<file path="src/rtl/uart_pkg.sv">
// Shared types and constants for the UART receive path.
package uart_pkg;

   typedef enum logic [1:0] {
      UART_RX_IDLE,
      UART_RX_START,
      UART_RX_DATA,
      UART_RX_STOP
   } uart_rx_state_t;

   localparam int UART_DATA_BITS    = 8;
   localparam int UART_BIT_IDX_W    = $clog2(UART_DATA_BITS);
   localparam int UART_CLKS_PER_BIT = 435;

endpackage

</file>
<file path="src/rtl/uart_rx_sync.sv">
// Optional 2-flop input synchronizer for the serial line (enabled by UART_RX_SYNC_EN).
// Flops reset to 1 so an idle line never looks like a start bit after reset.
module uart_rx_sync (
   input  logic i_clk,
   input  logic i_rst_n,
   input  logic i_line,
   output logic o_line
);

`ifdef UART_RX_SYNC_EN
   logic [1:0] r_sync;

   always_ff @(posedge i_clk) begin
      if (!i_rst_n) r_sync <= 2'b11;
      else          r_sync <= {r_sync[0], i_line};
   end

   assign o_line = r_sync[1];
`else
   logic w_unused;

   // Caller guarantees the line is already synchronous to i_clk.
   assign w_unused = i_clk ^ i_rst_n;
   assign o_line   = i_line;
`endif

endmodule

</file>
<file path="src/rtl/uart_rx_core.sv">
// 8N1 UART receiver, LSB first, oversampled by clk; reports frame-decode duration.
// Define UART_RX_SYNC_EN to put a 2-flop synchronizer in front of TxD.
module uart_rx_core
   import uart_pkg::*;
#(
   parameter int CLKS_PER_BIT = UART_CLKS_PER_BIT
) (
   input  logic                      clk,
   input  logic                      reset,
   input  logic                      TxD,
   output logic                      DataComplete,
   output logic [UART_DATA_BITS-1:0] UartData,
   output logic [31:0]               EndCount,
   output logic [1:0]                o_dbg_state
);

   localparam logic [31:0]               HALF     = 32'(CLKS_PER_BIT / 2);
   localparam logic [31:0]               CPB      = 32'(CLKS_PER_BIT);
   localparam logic [UART_BIT_IDX_W-1:0] LAST_BIT = UART_BIT_IDX_W'(UART_DATA_BITS - 1);

   uart_rx_state_t              r_state, w_state_nxt;
   logic [31:0]                 r_count;
   logic [31:0]                 r_timer;
   logic [UART_BIT_IDX_W-1:0]   r_bit_idx;
   logic [UART_DATA_BITS-1:0]   r_shift;
   logic                        r_frame_err;
   logic                        r_data_complete;
   logic [UART_DATA_BITS-1:0]   r_uart_data;
   logic [31:0]                 r_end_count;

   logic w_line;
   logic w_cnt_clr, w_timer_rst, w_sample, w_commit, w_err_set, w_err_clr;

   uart_rx_sync u_sync (
      .i_clk   (clk),
      .i_rst_n (reset),
      .i_line  (TxD),
      .o_line  (w_line)
   );

   always_ff @(posedge clk) begin
      if (!reset) r_state <= UART_RX_IDLE;
      else        r_state <= w_state_nxt;
   end

   // r_count equals the number of edges since start detection, so it is the
   // absolute frame position; r_timer measures each bit period from the last sample.
   always_comb begin
      w_state_nxt = r_state;
      w_cnt_clr   = 1'b0;
      w_timer_rst = 1'b0;
      w_sample    = 1'b0;
      w_commit    = 1'b0;
      w_err_set   = 1'b0;
      w_err_clr   = 1'b0;
      case (r_state)
         UART_RX_IDLE: begin
            if (!w_line) begin
               w_state_nxt = UART_RX_START;
               w_cnt_clr   = 1'b1;
            end
         end
         UART_RX_START: begin
            if (r_count == HALF) begin
               if (w_line) begin
                  w_state_nxt = UART_RX_IDLE;
               end else begin
                  w_state_nxt = UART_RX_DATA;
                  w_timer_rst = 1'b1;
               end
            end
         end
         UART_RX_DATA: begin
            if (r_timer == CPB) begin
               w_sample    = 1'b1;
               w_timer_rst = 1'b1;
               if (r_bit_idx == LAST_BIT) w_state_nxt = UART_RX_STOP;
            end
         end
         UART_RX_STOP: begin
            if (r_frame_err) begin
               if (w_line) begin
                  w_state_nxt = UART_RX_IDLE;
                  w_err_clr   = 1'b1;
               end
            end else if (r_timer == CPB) begin
               if (w_line) begin
                  w_state_nxt = UART_RX_IDLE;
                  w_commit    = 1'b1;
               end else begin
                  w_err_set   = 1'b1;
               end
            end
         end
         default: w_state_nxt = UART_RX_IDLE;
      endcase
   end

   always_ff @(posedge clk) begin
      if (!reset) begin
         r_count         <= '0;
         r_timer         <= '0;
         r_bit_idx       <= '0;
         r_shift         <= '0;
         r_frame_err     <= 1'b0;
         r_data_complete <= 1'b0;
         r_uart_data     <= '0;
         r_end_count     <= '0;
      end else begin
         r_data_complete <= w_commit;
         r_count         <= w_cnt_clr   ? 32'd1 : r_count + 32'd1;
         r_timer         <= w_timer_rst ? 32'd1 : r_timer + 32'd1;
         if (w_cnt_clr)     r_bit_idx <= '0;
         else if (w_sample) r_bit_idx <= r_bit_idx + 1'b1;
         if (w_sample) r_shift[r_bit_idx] <= w_line;
         if (w_err_set)      r_frame_err <= 1'b1;
         else if (w_err_clr) r_frame_err <= 1'b0;
         // Only a frame with a good stop bit reaches the outputs.
         if (w_commit) begin
            r_uart_data <= r_shift;
            r_end_count <= r_count;
         end
      end
   end

   assign DataComplete = r_data_complete;
   assign UartData     = r_uart_data;
   assign EndCount     = r_end_count;
   assign o_dbg_state  = r_state;

endmodule

</file>
<file path="config.mk">
export PLATFORM = sky130hd
export DESIGN_NAME = uart_rx_core
export DESIGN_NICKNAME = d
export VERILOG_FILES = /design/src/rtl/uart_pkg.sv /design/src/rtl/uart_rx_sync.sv /design/src/rtl/uart_rx_core.sv
export SDC_FILE = /design/constraint.sdc
export NUM_CORES = 1
export LEC_CHECK = 0
export ABC_AREA = 1
export CORE_MARGIN = 2
export CORE_UTILIZATION = 52
export CTS_CLUSTER_DIAMETER = 200
export CTS_CLUSTER_SIZE = 10
export DETAILED_ROUTE_END_ITERATION = 8
export PLACE_DENSITY = 0.72
export REMOVE_ABC_BUFFERS = 1
export SYNTH_ARGS = -nofsm -noshare
export SYNTH_HDL_FRONTEND = slang
export SYNTH_SLANG_ARGS = --single-unit
export TNS_END_PERCENT = 10
</file>
<file path="constraint.sdc">
create_clock -name clk -period 1.95 [get_ports clk]
set_input_delay 0.39 -clock clk [delete_from_list [all_inputs] [get_ports clk]]
set_output_delay 0.39 -clock clk [all_outputs]
set_load 0.1 [all_outputs]
</file>
# ---- Yosys cells after proc, flatten, opt, wreduce, memory -nomap -nowiden
# Cells that the tools add are included.
dict set report totals {
  reg_bits 119
  inputBits 3
  output_inout_bits 43
  wordCells 65
}
dict set report op_classes {
  n_addsub 3
  n_lt_le_gt_ge 2
  n_eq_ne 11
  n_mux 31
  n_bitwise 1
  n_reduce_logical 6
}
# cell n
set op_table {}
lappend op_table {{32-bit by 1-bit adder with 32-bit output (second input constant)} 2}
lappend op_table {{32-bit by 8-bit equality test with 1-bit output (second input constant)} 1}
lappend op_table {{32-bit by 9-bit equality test with 1-bit output (second input constant)} 1}
lappend op_table {{1-bit 2-to-1 mux} 19}
lappend op_table {{2-bit 2-to-1 mux} 8}
lappend op_table {{8-bit bitwise mux} 1}
lappend op_table {{2-bit inequality test (second input constant)} 4}
lappend op_table {{2-bit one-hot mux with 4 select lines} 1}
lappend op_table {{5-bit AND reduction} 1}
lappend op_table {{2-bit equality test (second input constant)} 2}
lappend op_table {{3-bit by 4-bit < comparator with 1-bit output (second input constant)} 1}
lappend op_table {{2-bit OR reduction} 2}
lappend op_table {{3-bit by 1-bit adder with 3-bit output (second input constant)} 1}
lappend op_table {{1-bit demux with 3-bit select} 1}
lappend op_table {{3-bit equality test (second input constant)} 1}
lappend op_table {{3-bit by 1-bit >= comparator with 1-bit output (second input constant)} 1}
lappend op_table {{3-bit inequality test (second input constant)} 1}
lappend op_table {{2-bit by 1-bit equality test with 1-bit output (second input constant)} 1}
lappend op_table {{2-bit logical NOT} 1}
lappend op_table {{1-bit one-hot mux with 2 select lines} 1}
lappend op_table {{2-bit nonzero test} 1}
lappend op_table {{1-bit logical AND} 1}
lappend op_table {{1-bit inverter} 1}

# ---- Depth between registers and ports, before layout
# Gate-level depths: netlist (run 1).
dict set report logic_depth {
  word_depth 5
  depth_mapped 13
  depth_no_buf 13
}

# ---- Hierarchy
# Synthesis (run 1) repeated with hierarchy kept, for this count alone.
dict set report unflattened {
  hier_cells 837
  area_unflattened_um2 6035.8
}
# mod instances cells_per_inst area_per_inst_um2 seq_area_each_um2
set by_module_without_submodules {}
lappend by_module_without_submodules {uart_rx_core 1 836 6028.3 2382.3}
lappend by_module_without_submodules {uart_rx_sync 1 1 7.5 0.0}

# ---- Worst setup path after synthesis (run 1)
# No wires, ideal clock.
dict set report synth_timing {
  path_type {register to register}
  from {register r_state[0] (netlist: o_dbg_state[0])}
  to {register r_state[0] (netlist: o_dbg_state[0])}
  setup_time_ns 0.117
  arrival_ns 2.189
  required_time_ns 1.833
  path_slack_ns -0.356
  stages_incl_launch_ff 13
  n_path_buf 0
  period_less_slack_ns 2.306
  path_cell_list {dfxtp_1 inv_1 ha_1 nand2_1 inv_1 a21oi_1 inv_1 a21oi_1 nand2_1 nor2_1 nand2_1 nand2_1 nor2_1}
}
dict set report synth_between {
  elab_chain_len 4
  word_cells_on_any_way 14
  classes_between {8 x eq/ne; 4 x mux; 2 x reduce/logical}
}
# item line_no
set synth_lines {}
lappend synth_lines {{start, declared} uart_rx_core.sv:21} ;# uart_rx_state_t r_state, w_state_nxt;
lappend synth_lines {{start signal, assigned} uart_rx_core.sv:43} ;# else r_state <= w_state_nxt;
lappend synth_lines {{2-bit 2-to-1 mux (3 in series)} -}
lappend synth_lines {{2-bit one-hot mux with 4 select lines} uart_rx_core.sv:56} ;# case (r_state)
# Several ways; a longest one is shown, not always the timed one. The select of a mux whose other input is x is not followed.
# A chain may end at the register's enable or synchronous reset.

# ---- Worst setup path in the final report (run 1)
dict set report layout_timing {
  from {register r_timer[1]}
  to {register r_end_count[26] (netlist: EndCount[26])}
}
dict set report layout_between {
  elab_chain_len 4
}
# item line_no
set layout_lines {}
lappend layout_lines {{start, declared} uart_rx_core.sv:23} ;# logic [31:0] r_timer;
lappend layout_lines {{start signal, assigned} uart_rx_core.sv:112} ;# r_timer <= w_timer_rst ? 32'd1 : r_timer + 32'd1;
lappend layout_lines {{32-bit by 9-bit equality test with 1-bit output} uart_rx_core.sv:86} ;# end else if (r_timer == CPB) begin
lappend layout_lines {{1-bit 2-to-1 mux} uart_rx_core.sv:86}
lappend layout_lines {{1-bit 2-to-1 mux} uart_rx_core.sv:81} ;# if (r_frame_err) begin
lappend layout_lines {{1-bit 2-to-1 mux} uart_rx_core.sv:56}
lappend layout_lines {{end signal, assigned} uart_rx_core.sv:121} ;# r_end_count <= r_count;
lappend layout_lines {{end, declared} uart_rx_core.sv:29} ;# logic [31:0] r_end_count;
# No other way between the ends.

==> results of run 1 <==
==> power groups by stage <==
stage                     logic, mW  clock network [mW]  registers, mW
after floorplan               0.273                   0           2.67
after global placement        0.637                   0           2.55
after detailed placement      0.661                   0           2.55
after CTS                     0.675                3.27           2.50
after global routing          0.746                3.39           2.52
final                         0.693                3.24           2.51
==> metrics by stage <==
stage	hold slack (ns)	cells	total power, mW	TNS [ns]
finish	0.454	1043	6.44	0
floorplan	0.429	802	2.94	-79.74
global placement	0.440	1009	3.19	-0.945
global route	0.493	1043	6.65	-0.0639
CTS	0.459	1041	6.45	0
detailed placement	0.451	1009	3.22	-2.19
==> cell families (layout without fill, tap and decap cells) <==
family                     after synthesis  in the layout  synth area share (%)
buffers and inverters                  136            216                  9.58
DFF                                    119            119                  40.6
and+or+nand+nor                        395            395                  32.6
AOI/OAI and AO/OA                      151            151                  13.2
adders and majority gates               10             10                  2.13
xor gates and xnor gates                12             12                  1.79
==> Yosys cell counts, types with 4 or more instances <==
cell                         n
sky130_fd_sc_hd__nand2_1   148
sky130_fd_sc_hd__dfxtp_1   119
sky130_fd_sc_hd__nor2_1    113
sky130_fd_sc_hd__inv_1     111
sky130_fd_sc_hd__a21oi_1    84
sky130_fd_sc_hd__o21ai_0    53
sky130_fd_sc_hd__nand3_1    38
sky130_fd_sc_hd__nor3_1     25
sky130_fd_sc_hd__nand4_1    16
sky130_fd_sc_hd__xor2_1     11
sky130_fd_sc_hd__ha_1       10
sky130_fd_sc_hd__nor3_2      9
sky130_fd_sc_hd__nand2_2     8
sky130_fd_sc_hd__o21ai_1     8
sky130_fd_sc_hd__buf_2       7
sky130_fd_sc_hd__nor3b_2     7
sky130_fd_sc_hd__clkbuf_1    6
sky130_fd_sc_hd__nor4_1      6
sky130_fd_sc_hd__buf_4       5
sky130_fd_sc_hd__nor2_2      5
sky130_fd_sc_hd__nor2_4      5
sky130_fd_sc_hd__nand3_2     4
==> routing by layer <==
layer	part of all wire (%)	vias up	track usage [%]
met5	0	-	0
met4	2.1	0	10.7
met3	5.1	30	5.58
met2	50	178	42.7
met1	43	2570	32.2
li1	-	2803	-
==> cells in the final DEF (no fill, tap or decap), types with 2 or more instances in the layout <==
master and count:
sky130_fd_sc_hd__nand2_2 8, sky130_fd_sc_hd__nor3b_1 2, sky130_fd_sc_hd__ha_1 8, sky130_fd_sc_hd__nor3_2 9
sky130_fd_sc_hd__clkbuf_16 18, sky130_fd_sc_hd__o21ai_2 3, sky130_fd_sc_hd__nand4_1 16, sky130_fd_sc_hd__o21ai_1 8
sky130_fd_sc_hd__buf_4 59, sky130_fd_sc_hd__clkbuf_1 4, sky130_fd_sc_hd__clkinv_2 3, sky130_fd_sc_hd__dfxtp_2 3
sky130_fd_sc_hd__clkbuf_8 4, sky130_fd_sc_hd__bufinv_16 3, sky130_fd_sc_hd__nor2_4 6, sky130_fd_sc_hd__xor2_1 11
sky130_fd_sc_hd__a211oi_1 2, sky130_fd_sc_hd__o21ai_0 53, sky130_fd_sc_hd__dfxtp_1 116, sky130_fd_sc_hd__clkdlybuf4s50_1 2
sky130_fd_sc_hd__nand2_1 148, sky130_fd_sc_hd__nand3_1 38, sky130_fd_sc_hd__nand3_2 4, sky130_fd_sc_hd__nand2_4 2
sky130_fd_sc_hd__buf_12 7, sky130_fd_sc_hd__inv_1 111, sky130_fd_sc_hd__nor2_2 4, sky130_fd_sc_hd__nor2_1 113
sky130_fd_sc_hd__inv_2 3, sky130_fd_sc_hd__nor3_1 25, sky130_fd_sc_hd__or2_2 2, sky130_fd_sc_hd__nor3b_2 7
sky130_fd_sc_hd__a21oi_1 84, sky130_fd_sc_hd__nor4_1 6
==> final cells by class <==
class	count	area share, %
Timing Repair Buffer	69	8.76
Inverter	115	6.04
Clock buffer	25	6.91
Multi-Input combinational cell	568	41.0
Sequential cell	119	33.3
Tap cell	140	2.44
Clock inverter	7	1.62
==> state kept, by name, indices dropped and copies added (netlist names), named ones only <==
signal,flops
r_count,32
r_timer,32
r_bit_idx,3
UartData,8
EndCount,32
r_frame_err,1
DataComplete,1
r_shift,8
o_dbg_state,1
==> worst max-delay path, delay by kind of cell (launching register included) <==
| kind | cells | cell delay (ns) |
|---|---|---|
| and+or+nand+nor | 4 | 0.57 |
| DFF | 1 | 0.41 |
| buffers and inverters | 2 | 0.31 |
| AOI/OAI and AO/OA | 2 | 0.25 |
| adders and majority gates | 1 | 0.19 |
==> final timing paths <==
| path | endpoint | slack (ns) | cells after the start |
|---|---|---|---|
| worst max-delay path | EndCount[26] | 0.14 | 9 |
| worst min-delay path | UartData[7] | 0.45 | 2 |
| worst max register to register | EndCount[26] | 0.14 | 9 |
| worst min register to register | UartData[7] | 0.45 | 2 |
==> what timing repair did <==
item                                   4_1_cts  5_1_grt
setup endpoints to repair                    0       41
endpoints found under the hold margin        0        0
resized for setup                            0        7
buffers inserted                             0        1
==> metrics, run 1 <==
slew at the pin with the worst max-slew slack=0.485 ns; Sequential Area=2390 um^2; Max Root-Sink Buffers=2; Pre-Repair DR Iteration Count=8; cell types with the largest area share after synthesis=sky130_fd_sc_hd__dfxtp_1 41%, sky130_fd_sc_hd__nand2_1 9.5%, sky130_fd_sc_hd__nor2_1 7.2%, sky130_fd_sc_hd__a21oi_1 7.2%, sky130_fd_sc_hd__inv_1 7.1%; unrepaired setup endpoints after global routing=yes; total I/O pin count=46; post-synth top area share=40.6%; smallest setup slack after layout=0.140 ns; CTS sink count=119; clock buffer count from CTS=17; die extent in y=110 um; Synth async-reset ratio=0%; CP Data Required Time=2.30 ns; HPWL Detailed=10.4 mm; launch point of the worst reg-to-reg path=r_timer[1]; part of the total power dissipated in the clock network=50.2%; Pins Over Slew Limit=0; post-detailed-route via-to-cell ratio=5.35; mean routed wirelength per cell=14.1 um; Antenna Diode Count=0; min Tclk post-route=1.81 ns; yosys synthesis warning count=0; portion of the post-synthesis area used by sequential elements=40.6%; post-synthesis instance area=5860 um^2; launch point of the worst path=r_timer[1]; final critical-path share of the clock period=92.8%; vias after detailed routing=5581; cell area after layout=7170 um^2; post-cts hold buffer count=0; leakage power of the design=2.85 nW; cell breakdown of the critical path=ha_4, nand4_1, nor2_2, nand2_2, nor3b_4, buf_12, buf_12, o21ai_0, a21oi_1; CTS tree=built; Critical Path End Type=flip-flop; number of violations of the max-capacitance limit=0; clock transition at the registers of the reported paths=0.05 ns; share of the core filled with cells=65.6%; critical path startpoint category=flip-flop; synthesized area divided by synthesized cell count=7.12 um^2; net switching power=1.59 mW; overall overflow remaining after global route=0; hold violation total from the final report=0; wire length of the first global-routing pass=24.3 mm; Setup WS pre-CTS=-0.113 ns; worst slew slack as a fraction of its limit=67.4%; final wirelength=14.7 mm; number of nets in the finished design=903; predominant post-synthesis flop cell=sky130_fd_sc_hd__dfxtp_1; initial core utilization=53.6%; post-detailed-route count of antenna-violating nets=0; synthesized instance count=823; multi-input gate area in the final layout=2940 um^2; fraction of final layout cells with drive strength greater than 1=16.9%; run status=finished clean; number of unique standard cell types used by synthesis=37; synthesis-to-finish area growth=22.3%; clock root buffer=sky130_fd_sc_hd__clkbuf_16; number of antenna violations at the first check in global routing=0; Detailed Route Iter0 Violations=432; Buffers on Ports=45; standard cell with the maximum stage delay on the critical path=sky130_fd_sc_hd__dfxtp_1; sequential fraction of design power=39.0%; top achievable clock speed=552 MHz; total global routing track utilization=25.7%; cell type with the highest occurrence count on the critical path=sky130_fd_sc_hd__buf_12; Hold WC Path Type=reg -> reg; GPL Wtd Cong=0.940; count of flip-flops with a built-in enable after synthesis=0; pin count of the biggest net entering global routing=64; maximum vdd drop=0.000811 V; launch instance of the worst min-delay path=r_shift[7]; die boundary width=110 um; number of placement rows=38; Comb power frac=10.8%; WP data arrival=2.16 ns; count of final setup violators=0; post-detailed-placement cell area=6490 um^2; top fanout value on the critical path=32; P per Cell Area=898 nW/um^2; die area=12100 um^2; via count of the first global-routing pass=5222; type of the worst setup path=reg -> reg; switching share of power=24.7%; post-route clock skew=0.00740 ns; Internal Power=4.85 mW; number of filler instances in the final layout=944; remaining routing DRC violations=0; Worst-Skew Late Latency=0.42 ns; placeable core region=10900 um^2; area leader, netlist=sky130_fd_sc_hd__dfxtp_1; synthesis-stage register bit count=119; H-tree depth reported by CTS=4; largest stage delay on the critical path=0.41 ns
No activity file was read; power rests on OpenSTA's default activity.
==> run 2, diff against run 1 <==
CORE_ASPECT_RATIO = 0.7   (was default)
==> run 2 against run 1 <==
Net effect: cell count is 1.3% higher; flip-flop and latch count unchanged; hold slack better by 0.0047 ns; routed wire length is 3.2% higher; register-to-register slack got worse by 0.03 ns; first-iteration DRC count is 10% lower; setup slack worse by 0.032 ns; via count is 0.56% higher; critical path type unchanged; die area rose by 0.11%.
==> metrics, run 2 (synthesized netlist as in run 1, its figures left out) <==
CTS tree=built; number of placement rows=32 (-16%); WP buf/inv=0 (-2); synthesis-to-finish area growth=22.2%; top fanout value on the critical path=7 (-78%); clock root buffer=sky130_fd_sc_hd__clkbuf_16; smallest setup slack after layout=0.108 ns (-0.0319 ns); top achievable clock speed=543 MHz (-1.7%); die area=12200 um^2 (+0.11%); number of nets in the finished design=904 (+0.11%); launch instance of the worst min-delay path=r_shift[7]; total global routing track utilization=25.4% (-0.32 points); pin count of the biggest net entering global routing=64 (unchanged); number of filler instances in the final layout=945 (+0.11%); Sequential Area=2380 um^2 (about the same); CTS sink count=119 (unchanged); overall overflow remaining after global route=0 (unchanged); H-tree depth reported by CTS=4 (unchanged); vias after detailed routing=5612 (+0.56%); setup total negative slack=0 ns (unchanged); most frequent standard cell in the layout excluding fill and tap cells=sky130_fd_sc_hd__nand2_1; type of the worst setup path=reg -> reg; power after layout=6.31 mW (-2.0%); post-route clock skew=0.0112 ns (+0.00381 ns); die extent in y=92.8 um (-16%); initial core utilization=53.2% (-0.37 points); number of antenna violations at the first check in global routing=0 (unchanged); post-detailed-route count of antenna-violating nets=0 (unchanged); hold depth=2 (unchanged); commonest non-fill, non-tap cells in the layout=148 x sky130_fd_sc_hd__nand2_1, 117 x sky130_fd_sc_hd__dfxtp_1, 112 x sky130_fd_sc_hd__nor2_1; clock transition at the registers of the reported paths=0.06 ns (about the same); post-detailed-route via-to-cell ratio=5.31 (-0.78%); placeable core region=11000 um^2 (+0.69%); Max Root-Sink Buffers=2 (unchanged); fraction of final layout cells with drive strength greater than 1=17.5% (+0.53 points); Pins Over Slew Limit=0 (unchanged); multi-input gate area in the final layout=2930 um^2 (-0.30%); P per Cell Area=881 nW/um^2 (-1.9%); cell class contributing the biggest share of worst-path delay=simple AND/OR/NAND/NOR gates; share of the core filled with cells=65.1% (-0.53 points); min Tclk post-route=1.84 ns (+0.0319 ns); GPL Wtd Cong=0.954 (+1.5%); Detailed Route Iter0 Violations=388 (-10%); Worst Hold Margin=0.458 ns (+0.00466 ns); number of violations of the max-capacitance limit=0 (unchanged); hold violation total from the final report=0 (unchanged); unrepaired setup endpoints after global routing=yes; via count of the first global-routing pass=4956 (-5.1%); cell breakdown of the critical path=nand2_1, nor2_1, nand4_1, nor2_2, nand3_2, o21ai_0, nor3b_2; Hold WC Path Type=reg -> reg; Setup WS pre-CTS=-0.0932 ns (+0.0196 ns); register-to-register setup slack=0.11 ns (-0.03 ns); count of final setup violators=0 (unchanged); reg2reg end=r_timer[24]; total I/O pin count=46 (unchanged); post-cts hold buffer count=0 (unchanged); standard cell with the maximum stage delay on the critical path=sky130_fd_sc_hd__dfxtp_1; remaining routing DRC violations=0 (unchanged); Worst-Skew Late Latency=0.42 ns (about the same); slew at the pin with the worst max-slew slack=0.494 ns (+0.00897 ns); Critical Path End Type=flip-flop; mean routed wirelength per cell=14.4 um (+1.8%); Buffers on Ports=45 (unchanged); die boundary width=131 um (+19%); depth of the worst register-to-register path=7 (-2); CP Data Required Time=2.29 ns (about the same); end of the worst hold path=UartData[7]; HPWL Detailed=10.8 mm (+3.5%); Antenna Diode Count=0 (unchanged); worst slew slack as a fraction of its limit=66.8% (-0.61 points); Pre-Repair DR Iteration Count=5 (-3); critical path startpoint category=flip-flop; WP data arrival=2.19 ns (+0.03 ns); final critical-path share of the clock period=94.5% (+1.6 points); leakage power of the design=2.84 nW (-0.26%); clock buffer count from CTS=17 (unchanged); largest stage delay on the critical path=0.43 ns (+0.02 ns); launch point of the worst reg-to-reg path=r_timer[8]; maximum vdd drop=0.000800 V (-1.4%); wire length of the first global-routing pass=24.0 mm (-0.97%); run status=finished clean; final wirelength=15.2 mm (+3.2%)
## run 2: cell count changes in the layout (fill, tap and decap cells not counted), sizes merged
cell / before / now
clkbuf: 26 / 21
clkinvlp: 1 / 4
bufinv: 3 / 2
clkinv: 4 / 3
inv: 114 / 119
## run 2: power breakdown
part | leakage (nW) | switching, mW | internal (mW)
clock | 0.283 | 1.19 | 1.96
combinational | 1.60 | 0.428 | 0.232
sequential | 0.960 | 0.0384 | 2.47
## run 2: final cells by class
| type | count | share of cell area, % |
|---|---|---|
| Clock buffer | 19 | 6.32 |
| Clock inverter | 13 | 2.01 |
| Inverter | 115 | 6.04 |
| Multi-Input combinational cell | 568 | 40.9 |
| Sequential cell | 119 | 33.3 |
| Tap cell | 153 | 2.67 |
| Timing Repair Buffer | 70 | 8.77 |
## run 2: worst max path at each step
stage	slack, ns	endpoint	from	cells past startpoint
after CTS	0.02	r_timer[30]	r_timer[1]	7
after floorplan	-1.52	EndCount[10]	o_dbg_state[0]	7
after global placement	-0.002	EndCount[30]	TxD	7
after detailed placement	-0.09	EndCount[12]	TxD	7
final	0.11	r_timer[24]	r_timer[8]	7
after global routing	-0.02	r_count[19]	r_count[2]	7
## run 2: metrics by stage
step | cells | area [um^2]
after floorplan | 802 | 5730
after global placement | 1021 | 6490
after detailed placement | 1021 | 6490
after CTS | 1053 | 7080
after global routing | 1057 | 7160
final | 1057 | 7160
## run 2: tightest hold or removal path, cell delays in order (launching register included)
cell and delay, ns:
sky130_fd_sc_hd__dfxtp_1 0.29, sky130_fd_sc_hd__inv_1 0.06, sky130_fd_sc_hd__a21oi_1 0.06
## run 2: per-layer routing
metal  share of wire, %  global-route usage [%]  up-vias  wire length, um
met5                  0                       0        -                0
met4                1.2                    7.54        0              175
met3                9.0                    6.82       20             1360
met2                 41                    35.5      212             6160
met1                 49                    37.7     2579             7500
li1                   -                       -     2801                -
## run 2: what timing repair did
| item | 4_1_cts | 5_1_grt |
|---|---|---|
| setup endpoints to repair | 0 | 66 |
| endpoints found under the hold margin | 0 | 0 |
| gates resized for setup | 0 | 5 |
| buffers inserted | 0 | 2 |
